## src/rtl/rgb565_row_loader.sv

```systemverilog
// -----------------------------------------------------------------------------
// rgb565_row_loader
//
// Turns the UART receive byte stream into framebuffer writes. A row load is
// the command byte CMD_ROW, one row byte, then PIXELS_PER_ROW pixels. Each
// pixel is sent as two bytes, high byte first. Every completed pixel becomes
// one 16-bit write at {row, column}.
//
// Ports:
//   clk_in           : system clock (the only clock)
//   reset            : synchronous, active-low reset
//   rx_data          : received byte, qualified by rx_valid
//   rx_valid         : one-cycle strobe per received byte
//   ram_write_enable : one-cycle framebuffer write strobe
//   ram_addr         : {row, column} write address, held between writes
//   ram_data         : {high byte, low byte} pixel value, held between writes
//   row_done         : one-cycle pulse, coincident with the last column write
//   busy             : high while a command is in progress
//   cmd_error        : one-cycle pulse on a rejected row byte or a timeout
// -----------------------------------------------------------------------------
module rgb565_row_loader #(
  parameter logic [7:0] CMD_ROW                    = 8'h4C,
  parameter int         ROWS                       = 32,
  parameter int         ROW_ADDR_WIDTH             = 5,
  parameter int         PIXELS_PER_ROW             = 64,
  parameter int         COL_ADDR_WIDTH             = 6,
  parameter int         TIMEOUT_WIDTH              = 16,
  parameter logic [TIMEOUT_WIDTH-1:0] TIMEOUT_TICKS = 16'd4000
) (
  input  logic                                     clk_in,
  input  logic                                     reset,
  input  logic [7:0]                               rx_data,
  input  logic                                     rx_valid,
  output logic                                     ram_write_enable,
  output logic [ROW_ADDR_WIDTH+COL_ADDR_WIDTH-1:0] ram_addr,
  output logic [15:0]                              ram_data,
  output logic                                     row_done,
  output logic                                     busy,
  output logic                                     cmd_error
);

  localparam int ADDR_WIDTH    = ROW_ADDR_WIDTH + COL_ADDR_WIDTH;
  // Wide enough to hold the full payload byte count of a rejected command.
  localparam int DISCARD_WIDTH = $clog2(2 * PIXELS_PER_ROW + 1);

  localparam logic [COL_ADDR_WIDTH-1:0] LAST_COL     = COL_ADDR_WIDTH'(PIXELS_PER_ROW - 1);
  localparam logic [DISCARD_WIDTH-1:0]  DISCARD_LOAD = DISCARD_WIDTH'(2 * PIXELS_PER_ROW);
  localparam logic [TIMEOUT_WIDTH-1:0]  TIMEOUT_LAST = TIMEOUT_TICKS - TIMEOUT_WIDTH'(1);

  typedef enum logic [2:0] {
    S_IDLE,
    S_ROW,
    S_PIX_HI,
    S_PIX_LO,
    S_DISCARD
  } state_e;

  // ---------------------------------------------------------------------------
  // State and datapath registers
  // ---------------------------------------------------------------------------
  state_e                     state_q,     state_d;
  logic [ROW_ADDR_WIDTH-1:0]  row_reg_q,   row_reg_d;
  logic [COL_ADDR_WIDTH-1:0]  col_q,       col_d;
  logic [7:0]                 hi_reg_q,    hi_reg_d;
  logic [DISCARD_WIDTH-1:0]   discard_q,   discard_d;
  logic [TIMEOUT_WIDTH-1:0]   timeout_q,   timeout_d;

  // Registered outputs
  logic                       ram_we_q,    ram_we_d;
  logic [ADDR_WIDTH-1:0]      ram_addr_q,  ram_addr_d;
  logic [15:0]                ram_data_q,  ram_data_d;
  logic                       row_done_q,  row_done_d;
  logic                       busy_q,      busy_d;
  logic                       cmd_error_q, cmd_error_d;

  logic                       timeout_expire;

  // ---------------------------------------------------------------------------
  // Next-state and output logic
  // ---------------------------------------------------------------------------
  always_comb begin
    // NOTE: every signal assigned here gets a default first, so no path
    // through the case statement can leave one unassigned and infer a latch.
    state_d     = state_q;
    row_reg_d   = row_reg_q;
    col_d       = col_q;
    hi_reg_d    = hi_reg_q;
    discard_d   = discard_q;
    ram_we_d    = 1'b0;
    ram_addr_d  = ram_addr_q;
    ram_data_d  = ram_data_q;
    row_done_d  = 1'b0;
    cmd_error_d = 1'b0;

    // The idle counter restarts on every received byte and is parked at zero
    // while nothing is in progress. It cannot overflow: expiry returns the
    // FSM to IDLE, which clears it.
    if (rx_valid || (state_q == S_IDLE)) begin
      timeout_d = '0;
    end else begin
      timeout_d = timeout_q + TIMEOUT_WIDTH'(1);
    end

    // A byte arriving in the expiry cycle takes priority over the timeout.
    timeout_expire = (state_q != S_IDLE) && !rx_valid && (timeout_q == TIMEOUT_LAST);

    if (timeout_expire) begin
      // Any half-received pixel in hi_reg is dropped. Pixels already written
      // stay in the framebuffer.
      state_d     = S_IDLE;
      cmd_error_d = 1'b1;
    end else if (rx_valid) begin
      unique case (state_q)
        S_IDLE: begin
          // Bytes other than the command byte are line noise and are ignored.
          if (rx_data == CMD_ROW) begin
            state_d = S_ROW;
          end
        end

        S_ROW: begin
          if (int'(rx_data) < ROWS) begin
            row_reg_d = rx_data[ROW_ADDR_WIDTH-1:0];
            col_d     = '0;
            state_d   = S_PIX_HI;
          end else begin
            // Swallow the payload of the bad command so its pixel bytes are
            // never taken for a new command byte.
            cmd_error_d = 1'b1;
            discard_d   = DISCARD_LOAD;
            state_d     = S_DISCARD;
          end
        end

        // The command byte value is ordinary pixel data in both pixel states.
        S_PIX_HI: begin
          hi_reg_d = rx_data;
          state_d  = S_PIX_LO;
        end

        S_PIX_LO: begin
          ram_we_d   = 1'b1;
          ram_addr_d = {row_reg_q, col_q};
          ram_data_d = {hi_reg_q, rx_data};
          if (col_q == LAST_COL) begin
            // The last column always ends the command, so col never wraps.
            row_done_d = 1'b1;
            state_d    = S_IDLE;
          end else begin
            col_d   = col_q + COL_ADDR_WIDTH'(1);
            state_d = S_PIX_HI;
          end
        end

        S_DISCARD: begin
          discard_d = discard_q - DISCARD_WIDTH'(1);
          if (discard_q == DISCARD_WIDTH'(1)) begin
            state_d = S_IDLE;
          end
        end

        default: begin
          state_d = S_IDLE;
        end
      endcase
    end

    // busy tracks the registered state, so it falls on the same edge as the
    // final write, row_done, or the timeout error.
    busy_d = (state_d != S_IDLE);
  end

  // ---------------------------------------------------------------------------
  // Registers
  // ---------------------------------------------------------------------------
  always_ff @(posedge clk_in) begin
    // NOTE: reset is synchronous and active-low. It clears the partial pixel
    // and every output, so an interrupted command never produces a write.
    if (!reset) begin
      state_q     <= S_IDLE;
      row_reg_q   <= '0;
      col_q       <= '0;
      hi_reg_q    <= '0;
      discard_q   <= '0;
      timeout_q   <= '0;
      ram_we_q    <= 1'b0;
      ram_addr_q  <= '0;
      ram_data_q  <= '0;
      row_done_q  <= 1'b0;
      busy_q      <= 1'b0;
      cmd_error_q <= 1'b0;
    end else begin
      // NOTE: non-blocking assignments keep each register sampling the value
      // from before the edge, independent of statement order.
      state_q     <= state_d;
      row_reg_q   <= row_reg_d;
      col_q       <= col_d;
      hi_reg_q    <= hi_reg_d;
      discard_q   <= discard_d;
      timeout_q   <= timeout_d;
      ram_we_q    <= ram_we_d;
      ram_addr_q  <= ram_addr_d;
      ram_data_q  <= ram_data_d;
      row_done_q  <= row_done_d;
      busy_q      <= busy_d;
      cmd_error_q <= cmd_error_d;
    end
  end

  assign ram_write_enable = ram_we_q;
  assign ram_addr         = ram_addr_q;
  assign ram_data         = ram_data_q;
  assign row_done         = row_done_q;
  assign busy             = busy_q;
  assign cmd_error        = cmd_error_q;

endmodule

```

## config.mk

```make
export PLATFORM = sky130hd
export DESIGN_NAME = rgb565_row_loader
export DESIGN_NICKNAME = d
export VERILOG_FILES = /design/src/rtl/rgb565_row_loader.sv
export SDC_FILE = /design/constraint.sdc
export NUM_CORES = 1
export LEC_CHECK = 0
export ABC_CLOCK_PERIOD_IN_PS = 2600
export CAP_MARGIN = 20
export CORE_UTILIZATION = 30
export CTS_BUF_LIST = sky130_fd_sc_hd__clkbuf_4 sky130_fd_sc_hd__clkbuf_8
export DETAILED_ROUTE_END_ITERATION = 6
export DONT_BUFFER_PORTS = 1
export PLACE_DENSITY = 0.52
export SKIP_CTS_REPAIR_TIMING = 1
export SYNTH_ARGS = -nofsm -noshare
export SYNTH_HDL_FRONTEND = slang
export SYNTH_SLANG_ARGS = --single-unit
```

## constraint.sdc

```tcl
create_clock -name clk_in -period 2.6 [get_ports clk_in]
set_input_delay 0.52 -clock clk_in [delete_from_list [all_inputs] [get_ports clk_in]]
set_output_delay 0.52 -clock clk_in [all_outputs]
set_load 0.01 [all_outputs]
```

==> results of run 1 <==
-- report_power, final --
part	leakage (nW)	switching (mW)	internal [mW]
Clock	0.113	0.459	0.575
Sequential	0.621	0.0142	1.19
Combinational	0.432	0.0429	0.0291
Total	1.17	0.516	1.79
-- through the flow --
stage	std cells	hold WS [ns]	util (%)	instance area, um2	power (mW)
3_3_place_gp	487	0.4418	32.81	3266	1.304
4_1_cts	503	0.2715	35.13	3497	2.350
6_report	503	0.2919	35.13	3497	2.309
5_1_grt	503	0.2838	35.13	3497	2.395
2_1_floorplan	368	0.4312	-	3133	1.289
3_5_place_dp	487	0.4467	32.81	3266	1.304
-- how the worst min path moves through the flow --
stage	slack, ns	depth (start not counted)	from	to
final	0.29	2	rx_data[7]	ram_data[7]$_SDFFE_PN0P_
after global placement	0.44	2	hi_reg_q[4]$_SDFFE_PN0P_	ram_data[12]$_SDFFE_PN0P_
after floorplan	0.43	2	hi_reg_q[2]$_SDFFE_PN0P_	ram_data[10]$_SDFFE_PN0P_
after global routing	0.28	2	rx_data[4]	ram_data[4]$_SDFFE_PN0P_
after CTS	0.27	2	rx_data[7]	ram_data[7]$_SDFFE_PN0P_
after detailed placement	0.45	2	hi_reg_q[6]$_SDFFE_PN0P_	ram_data[14]$_SDFFE_PN0P_
-- per-layer routing --
metal / wire (um) / track usage (%) / up-vias
li1: - / - / 1264
met1: 3401 / 17.36 / 1135
met2: 2932 / 18.62 / 53
met3: 392 / 4.386 / 4
met4: 49 / 4.898 / 0
met5: 0 / 0 / -
-- area by class of cell --
class	instances	area (um2)	share of cell area, %
Clock buffer	10	137.6	3.936
Clock inverter	6	93.84	2.683
Multi-Input combinational cell	266	1494	42.72
Timing Repair Buffer	6	45.04	1.288
Sequential cell	77	1541	44.08
Tap cell	133	166.4	4.759
Inverter	5	18.77	0.5367
-- sequential cells by signal, summed over array words and instances, names as in the netlist --
signal	count
busy	1
cmd_error	1
col_q	6
discard_q	8
hi_reg_q	8
ram_addr	11
ram_data	16
ram_write_enable	1
row_done	1
row_reg_q	5
state_q	3
timeout_q	16
-- cell families after synthesis --
group	after synthesis
muxes	9
and+or+nand+nor	173
adders and majority gates	4
DFF	77
buffers and inverters	25
AOI/OAI and AO/OA	63
xor gates and xnor gates	17
-- worst max-delay path, cell delays in order (launching register included) --
cell and delay [ns]:
dfxtp_1 0.57, nand4b_1 0.34, buf_4 0.30, a2111oi_2 0.38, xnor2_1 0.16, nor2_1 0.05
-- placed cells by master, fill, tap and decap left out, drive strengths merged, types with 2 or more instances in the layout --
master / instances
a31oi: 2
or3: 12
and2: 3
xor2: 11
nand2: 76
buf: 6
and3: 4
nor3: 4
nor4: 2
nand4: 8
or4: 3
mux2i: 9
inv: 7
dfxtp: 77
a21boi: 2
clkbuf: 10
nand4bb: 2
nand3: 8
nor4b: 3
ha: 4
bufinv: 2
a21oi: 43
and4: 4
o21ai: 8
nor2: 37
xnor2: 6
nor3b: 2
==> results.sh, run 1 <==
export IMPL_finalCritPeriodShare_pct=73.01
export IMPL_critPathCapture="col_q[5]$_SDFFE_PN0P_"
export IMPL_diodes=0
export IMPL_die_y_um=104.2
export IMPL_synth_xor_area_share_pct=4.752
export IMPL_synthAdderAreaFrac_pct=1.597
export IMPL_cts_tree="yes"
export IMPL_fin_crit_ns=1.898
export IMPL_drtPass1Iterations=4
export IMPL_via_per_inst=4.883
export IMPL_dp_hpwl_mm=4.669
export IMPL_syn_area_um2=3133
export IMPL_route_detailed_drc=0
export IMPL_finalMaxSlewViolations=0
export IMPL_peakVddDrop_uv=246.4
export IMPL_clock_skew_ns=0.005862
export IMPL_num_vias=2456
export IMPL_tightestPinTransition_ns=0.5593
export IMPL_max_freq_mhz=526.8
export IMPL_cts_sinks=77
export IMPL_start_util_pct=31.47
export IMPL_grt_max_degree=32
export IMPL_clk_latency_ns=0.35
export IMPL_maxSlewHeadroom_pct=62.67
export IMPL_hold_violations=0
export IMPL_muxShareOfSynthArea_pct=2.875
export IMPL_cap_violations=0
export IMPL_synth_compound_area_share_pct=11.42
export IMPL_critPathArrivalTime_ns=2.14
export IMPL_drt_iter0_drc=79
export IMPL_synth_seq_cells=77
export IMPL_cp_required_ns=2.84
export IMPL_synthTopCellsByCount="77 x dfxtp_1, 76 x nand2_1, 43 x a21oi_1"
export IMPL_synth_most_common_cell="dfxtp_1"
export IMPL_synth_edf_count=0
export IMPL_status="completed"
export IMPL_postRouteAntennaNets=0
export IMPL_finalWorstSetupSlack_ns=0.7018
export IMPL_yosys_area_top_type_share_pct=49.20
export IMPL_rsz0062_at_grt="no"
export IMPL_path_class="flip-flop to flip-flop"
export IMPL_synth_async_sr_flop_share_pct=0
export IMPL_synthSimpleGateAreaFrac_pct=26.84
export IMPL_p_per_area_nw_per_um2=660.3
export IMPL_r2r_end="col_q[5]$_SDFFE_PN0P_"
export IMPL_wl_per_cell_um=13.47
export IMPL_postSynthAreaPerCell_um2=8.514
export IMPL_setup_violations=0
export IMPL_startpoint="state_q[0]$_SDFF_PN0_"
export IMPL_drive_above_1_share_pct=7.568
export IMPL_cts_buffer_depth=2
export IMPL_grt_first_pass_wirelength_mm=11.16
export IMPL_nFillCells=1023
export IMPL_r2r_setup_slack_ns=0.70
export IMPL_die_area_um2=10860
export IMPL_dpl_worst_slack_ns=0.7079
export IMPL_yosysTopAreaCell="dfxtp_1"
export IMPL_p_leak_nw=1.167
export IMPL_setup_tns_ns=0
export IMPL_gp_congestion=0.7368
export IMPL_grt_overflow=0
export IMPL_cts_root_buf="clkbuf_8"
export IMPL_grt_usage_pct=12.81
export IMPL_core_um2=9955
export IMPL_hp_class="input pin to flip-flop"
export IMPL_io_pins=42
export IMPL_worstPathMaxFanout=14
export IMPL_port_buffers=0
export IMPL_syn_num_nets=383
export IMPL_h_tree_depth=3
export IMPL_cp_end_kind="flip-flop"
export IMPL_core_rowCount=36
export IMPL_cp_start_kind="flip-flop"
export IMPL_yosysSeqAreaShare_pct=49.20
export IMPL_synth_flop_cell="dfxtp_1"
export IMPL_layout_nets=380
export IMPL_ys_top_cells_by_area="dfxtp_1 49%, nand2_1 9.1%, a21oi_1 6.9%"
export IMPL_grt_pass1_vias=2246
export IMPL_grt_antenna_before_repair=0
export IMPL_timing_rr_start="state_q[0]$_SDFF_PN0_"
export IMPL_postSynthCellCount=368
export IMPL_clk_pin_slew_ns=0.09
export IMPL_yosys_warnings=0
export IMPL_die_x_um=104.2
export IMPL_syn_to_final_growth_pct=11.62
export IMPL_synth_top_family_by_area="simple AND/OR/NAND/NOR gates"
export IMPL_reg2reg_depth=5
export IMPL_numCtsBuffers=9
export IMPL_totalWireLength_mm=6.776
export IMPL_synth_cell_types=43
Note: power is estimated with default switching activity, not from simulation.
==> run 2: changes to the inputs <==
- ABC_CLOCK_PERIOD_IN_PS: 2600 -> 1700
- PLACE_DENSITY: 0.52 -> 0.53
- clock period: 2.6 -> 1.7 ns (I/O delays scaled with it)
==> results.sh, run 2 (synthesized netlist as in run 1, its figures left out) <==
export IMPL_status="completed"
export IMPL_syn_to_final_growth_pct=16.69
export IMPL_drt_iter0_drc=126
export IMPL_grt_overflow=0
export IMPL_dpl_worst_slack_ns=0.02111
export IMPL_grt_max_degree=29
export IMPL_timing_rr_start="discard_q[0]$_SDFFE_PN0P_"
export IMPL_clk_latency_ns=0.35
export IMPL_p_leak_nw=1.268
export IMPL_rsz0062_at_grt="no"
export IMPL_critPathCapture="discard_q[7]$_SDFFE_PN0P_"
export IMPL_fin_crit_ns=1.643
export IMPL_mostFrequentLayoutCells="76 x nand2_1, 75 x dfxtp_1, 43 x a21oi_1"
export IMPL_peakVddDrop_uv=456.1
export IMPL_startpoint="discard_q[0]$_SDFFE_PN0P_"
export IMPL_die_area_um2=10860
export IMPL_start_util_pct=31.47
export IMPL_io_pins=42
export IMPL_cts_root_buf="clkbuf_8"
export IMPL_nFillCells=1018
export IMPL_maxSlewHeadroom_pct=74.28
export IMPL_setup_violations=0
export IMPL_cp_start_kind="flip-flop"
export IMPL_dpl_instance_area_um2=3433
export IMPL_finalCritPeriodShare_pct=96.66
export IMPL_ff_latch_area_um2=1544
export IMPL_numCtsBuffers=9
export IMPL_r2r_setup_slack_ns=0.06
export IMPL_critPathArrivalTime_ns=1.92
export IMPL_combinationalPowerShare_pct=3.9
export IMPL_setup_tns_ns=0
export IMPL_tightestPinTransition_ns=0.3858
export IMPL_port_buffers=0
export IMPL_route_detailed_drc=0
export IMPL_layout_commonest_cell="nand2_1"
export IMPL_totalWireLength_mm=6.992
export IMPL_max_freq_mhz=608.6
export IMPL_seq_power_share_pct=53.0
export IMPL_postRouteAntennaNets=0
export IMPL_swShare_pct=22.10
export IMPL_grt_first_pass_wirelength_mm=12.12
export IMPL_pwr_share_clk_pct=43.1
export IMPL_cp_end_kind="flip-flop"
export IMPL_num_vias=2531
export IMPL_grt_pass1_vias=2350
export IMPL_multi_input_area_um2=1494
export IMPL_diodes=0
export IMPL_gp_congestion=0.7664
export IMPL_h_tree_depth=3
export IMPL_layout_nets=400
export IMPL_path_class="flip-flop to flip-flop"
export IMPL_p_total_mw=3.462
export IMPL_clock_skew_ns=0.009915
export IMPL_clk_pin_slew_ns=0.08
export IMPL_cts_buffer_depth=2
export IMPL_core_rowCount=36
export IMPL_finalWorstSetupSlack_ns=0.05679
export IMPL_cts_sinks=77
export IMPL_worstPathMaxFanout=5
export IMPL_drive_above_1_share_pct=12.60
export IMPL_reg2reg_depth=4
export IMPL_wl_per_cell_um=13.39
export IMPL_r2r_end="discard_q[7]$_SDFFE_PN0P_"
export IMPL_drtPass1Iterations=6
export IMPL_grt_antenna_before_repair=0
export IMPL_finalMaxSlewViolations=0
export IMPL_dp_hpwl_mm=4.989
export IMPL_via_per_inst=4.849
export IMPL_core_um2=9955
export IMPL_cts_tree="yes"
export IMPL_hold_violations=0
export IMPL_cap_violations=0
export IMPL_final_area_um2=3656
export IMPL_worstHoldPathCells=2
export IMPL_p_int_mw=2.697
export IMPL_p_switching_mw=0.7649
export IMPL_die_x_um=104.2
export IMPL_die_y_um=104.2
export IMPL_p_per_area_nw_per_um2=946.9
export IMPL_hp_class="input pin to flip-flop"
export IMPL_cp_required_ns=1.97
export IMPL_grt_usage_pct=13.86
==> run 2: changes by cell type in the layout (fill, tap and decap cells not counted), sizes merged <==
cell,delta
buf,+20
clkbuf,-1
clkinv,+1
clkinvlp,+1
inv,-2
==> run 2: worst max-delay path, stage by stage, from the launching register on <==
cell and delay [ns]:
dfxtp_2 0.34, or3_4 0.40, or4_1 0.41, or3_1 0.31
a31oi_1 0.12
==> run 2: power groups by stage <==
stage	combinational [mW]	sequential (mW)	clock (mW)
5_1_grt	0.152	1.84	1.61
2_1_floorplan	0.0990	1.87	0
3_3_place_gp	0.134	1.88	0
3_5_place_dp	0.135	1.88	0
6_report	0.135	1.84	1.49
4_1_cts	0.136	1.83	1.54
==> run 2: final cells by class <==
cell class	instances	share of cell area, %
well taps	133	4.552
inverters	5	0.5133
flip-flops and latches	77	42.23
repair buffers	26	6.023
clock inverters	6	2.430
multi-input cells	266	40.86
clock buffers	9	3.388
==> run 2: layer usage <==
layer	up-vias	GRT usage, %	share of wire (%)
met5	-	0	0
met4	0	5.306	1.3
met3	9	4.386	4.8
met2	44	20.29	44
met1	1180	18.88	50
li1	1298	-	-
==> run 2: worst min path at each step <==
stage	start	end
finish	rx_data[6]	ram_data[6]$_SDFFE_PN0P_
CTS	rx_data[6]	ram_data[6]$_SDFFE_PN0P_
global placement	hi_reg_q[6]$_SDFFE_PN0P_	ram_data[14]$_SDFFE_PN0P_
global route	rx_data[6]	ram_data[6]$_SDFFE_PN0P_
floorplan	hi_reg_q[2]$_SDFFE_PN0P_	ram_data[10]$_SDFFE_PN0P_
detailed placement	hi_reg_q[2]$_SDFFE_PN0P_	ram_data[10]$_SDFFE_PN0P_
==> run 2: metrics by stage <==
step | util, % | std cells | hold slack (ns)
CTS | 36.63 | 521 | 0.1025
global placement | 34.49 | 506 | 0.4409
detailed placement | 34.49 | 506 | 0.4442
floorplan | - | 368 | 0.4312
finish | 36.73 | 522 | 0.1182
global route | 36.73 | 522 | 0.1003
==> run 3: changes to the inputs <==
- SKIP_LAST_GASP: unset -> 1
==> results of run 3 <==
Same layout as run 2: the final DEF is identical, and so are final timing and power.
==> edit (settings of run 2) <==
The 5 states of `state_e` get a one-hot encoding in 5 bits.
--- a/src/rtl/rgb565_row_loader.sv
+++ b/src/rtl/rgb565_row_loader.sv
@@ -48,10 +48,10 @@
   localparam logic [TIMEOUT_WIDTH-1:0]  TIMEOUT_LAST = TIMEOUT_TICKS - TIMEOUT_WIDTH'(1);
 
-  typedef enum logic [2:0] {
-    S_IDLE,
-    S_ROW,
-    S_PIX_HI,
-    S_PIX_LO,
-    S_DISCARD
+  typedef enum logic [4:0] {
+    S_IDLE    = 5'b00001,
+    S_ROW     = 5'b00010,
+    S_PIX_HI  = 5'b00100,
+    S_PIX_LO  = 5'b01000,
+    S_DISCARD = 5'b10000
   } state_e;
 
Formal check against the unedited RTL: no difference found for any inputs over 10 cycles, from zero or initial values and one cycle with reset low; not proved beyond that.
==> edit against run 2 <==
- synthesized cell count grew 3.3%
- via count grew 4.8%
- setup slack lost 0.18 ns
- the run now ends with setup timing left
- synthesized area grew 8.6%
- cell area grew 11%
- routed wire length grew 3.1%
- sequential cell count grew 2
- highest routed layer unchanged
Power is not compared: it rests on default switching activity, and its combinational part moved more than twofold at a synthesized area within 25%.
==> edit: results (changes against run 2) <==
XOR/XNOR share of the synthesized area 0.0669 (was 0.0475); synth top area cells dfxtp_1, nand2_1, a21boi_0 (was dfxtp_1, nand2_1, a21oi_1); adder-cell area share of the yosys netlist 0.0147 (was 0.0160); setup tns final -0.631 ns (was 0 ns); vias in the first global route 2559 (was 2350); Routed WL 7.21 mm (was 6.99 mm); largest net degree at the start of global routing 51 (was 29); vias per std cell 4.80 (was 4.85); Clock Latency Late Sink 0.35 ns (about the same); Syn Nets 395 (was 383); max_slew headroom 0.755 (was 0.743); first-pass GRT wire length 11.8 mm (was 12.1 mm); setup ws final -0.120 ns (was 0.0568 ns); Final Setup Violations 8 (was 0); part of the Yosys area used for sequential elements 0.465 (was 0.492); multiplexer area fraction after synthesis 0.0382 (was 0.0288); Placed Cells 536 (was 506); outcome finished with violations (was finished clean); Placer Congestion 0.770 (was 0.766); Worst Path Max Fanout 7 (was 5); # nets final 423 (was 400); Synth cell types 49 (was 43); Post-synth top cells dfxtp_1, nand2_1, nor2_1, a21boi_0, xor2_1 (was dfxtp_1, nand2_1, a21oi_1, nor2_1); Worst Hold End ram_data[7] (was ram_data[6]); failing checks setup timing; reg-to-reg critical path endpoint discard_q[7] (unchanged); Setup WS pre-CTS -0.188 ns (was 0.0211 ns); worst r2r path cells 5 (was 4); GR Util All Layers 0.129 (was 0.139); DRT Pass-1 Iters 4 (was 6); post-synthesis compound-gate area fraction 0.112 (was 0.114); Worst Skew 0.0106 ns (was 0.00991 ns); WHS 0.120 ns (was 0.118 ns); Peak VDD IR 0.509 mV; Hold Path Depth 2 (unchanged); worst reg2reg setup slack -0.12 ns (was 0.06 ns); Synth Area per Inst 8.96 sq um (was 8.51 sq um); fraction of layout cells with a size suffix above 1 0.177 (was 0.126); Design Power 3.56 mW; CP Launch Point state_q[3] (was discard_q[0]); Final HPWL DP 5.03 mm (was 4.99 mm); Root Buffer clkbuf_8 (unchanged); DR iter-0 viols 140 (was 126); min-delay src rx_data[7] (was rx_data[6]); dpl cell area 0.00374 sq mm (was 0.00343 sq mm)
[edit: worst max-delay path by stage]
stage                         to  slack [ns]  cells past startpoint
detailed placement          busy       -0.19                      5
global route                busy       -0.20                      5
floorplan            ram_addr[0]       -0.01                      8
global placement            busy       -0.21                      5
finish              discard_q[7]       -0.12                      5
CTS                         busy       -0.23                      5
[edit: area by class of cell]
cell class,count,area [sq um]
fill,1114,6860
multi-input combinational,278,1780
sequential,79,1590
timing repair buffer,34,272
tap,140,175
clock buffer,10,131
clock inverter,5,106
inverter,6,22.5
[edit: metal layers]
metal,vias to the layer above,track usage,part of all wire
li1,1336,-,-
met1,1262,0.157,0.47
met2,45,0.208,0.47
met3,9,0.0428,0.049
met4,0,0.0512,0.013
met5,-,0,0
[edit: critical path: stages (launching register included)]
cell and delay [ns]:
dfxtp_2 0.34, or4b_4 0.59, o32ai_4 0.36, nand4_1 0.16, xor2_1 0.17, a21boi_1 0.12
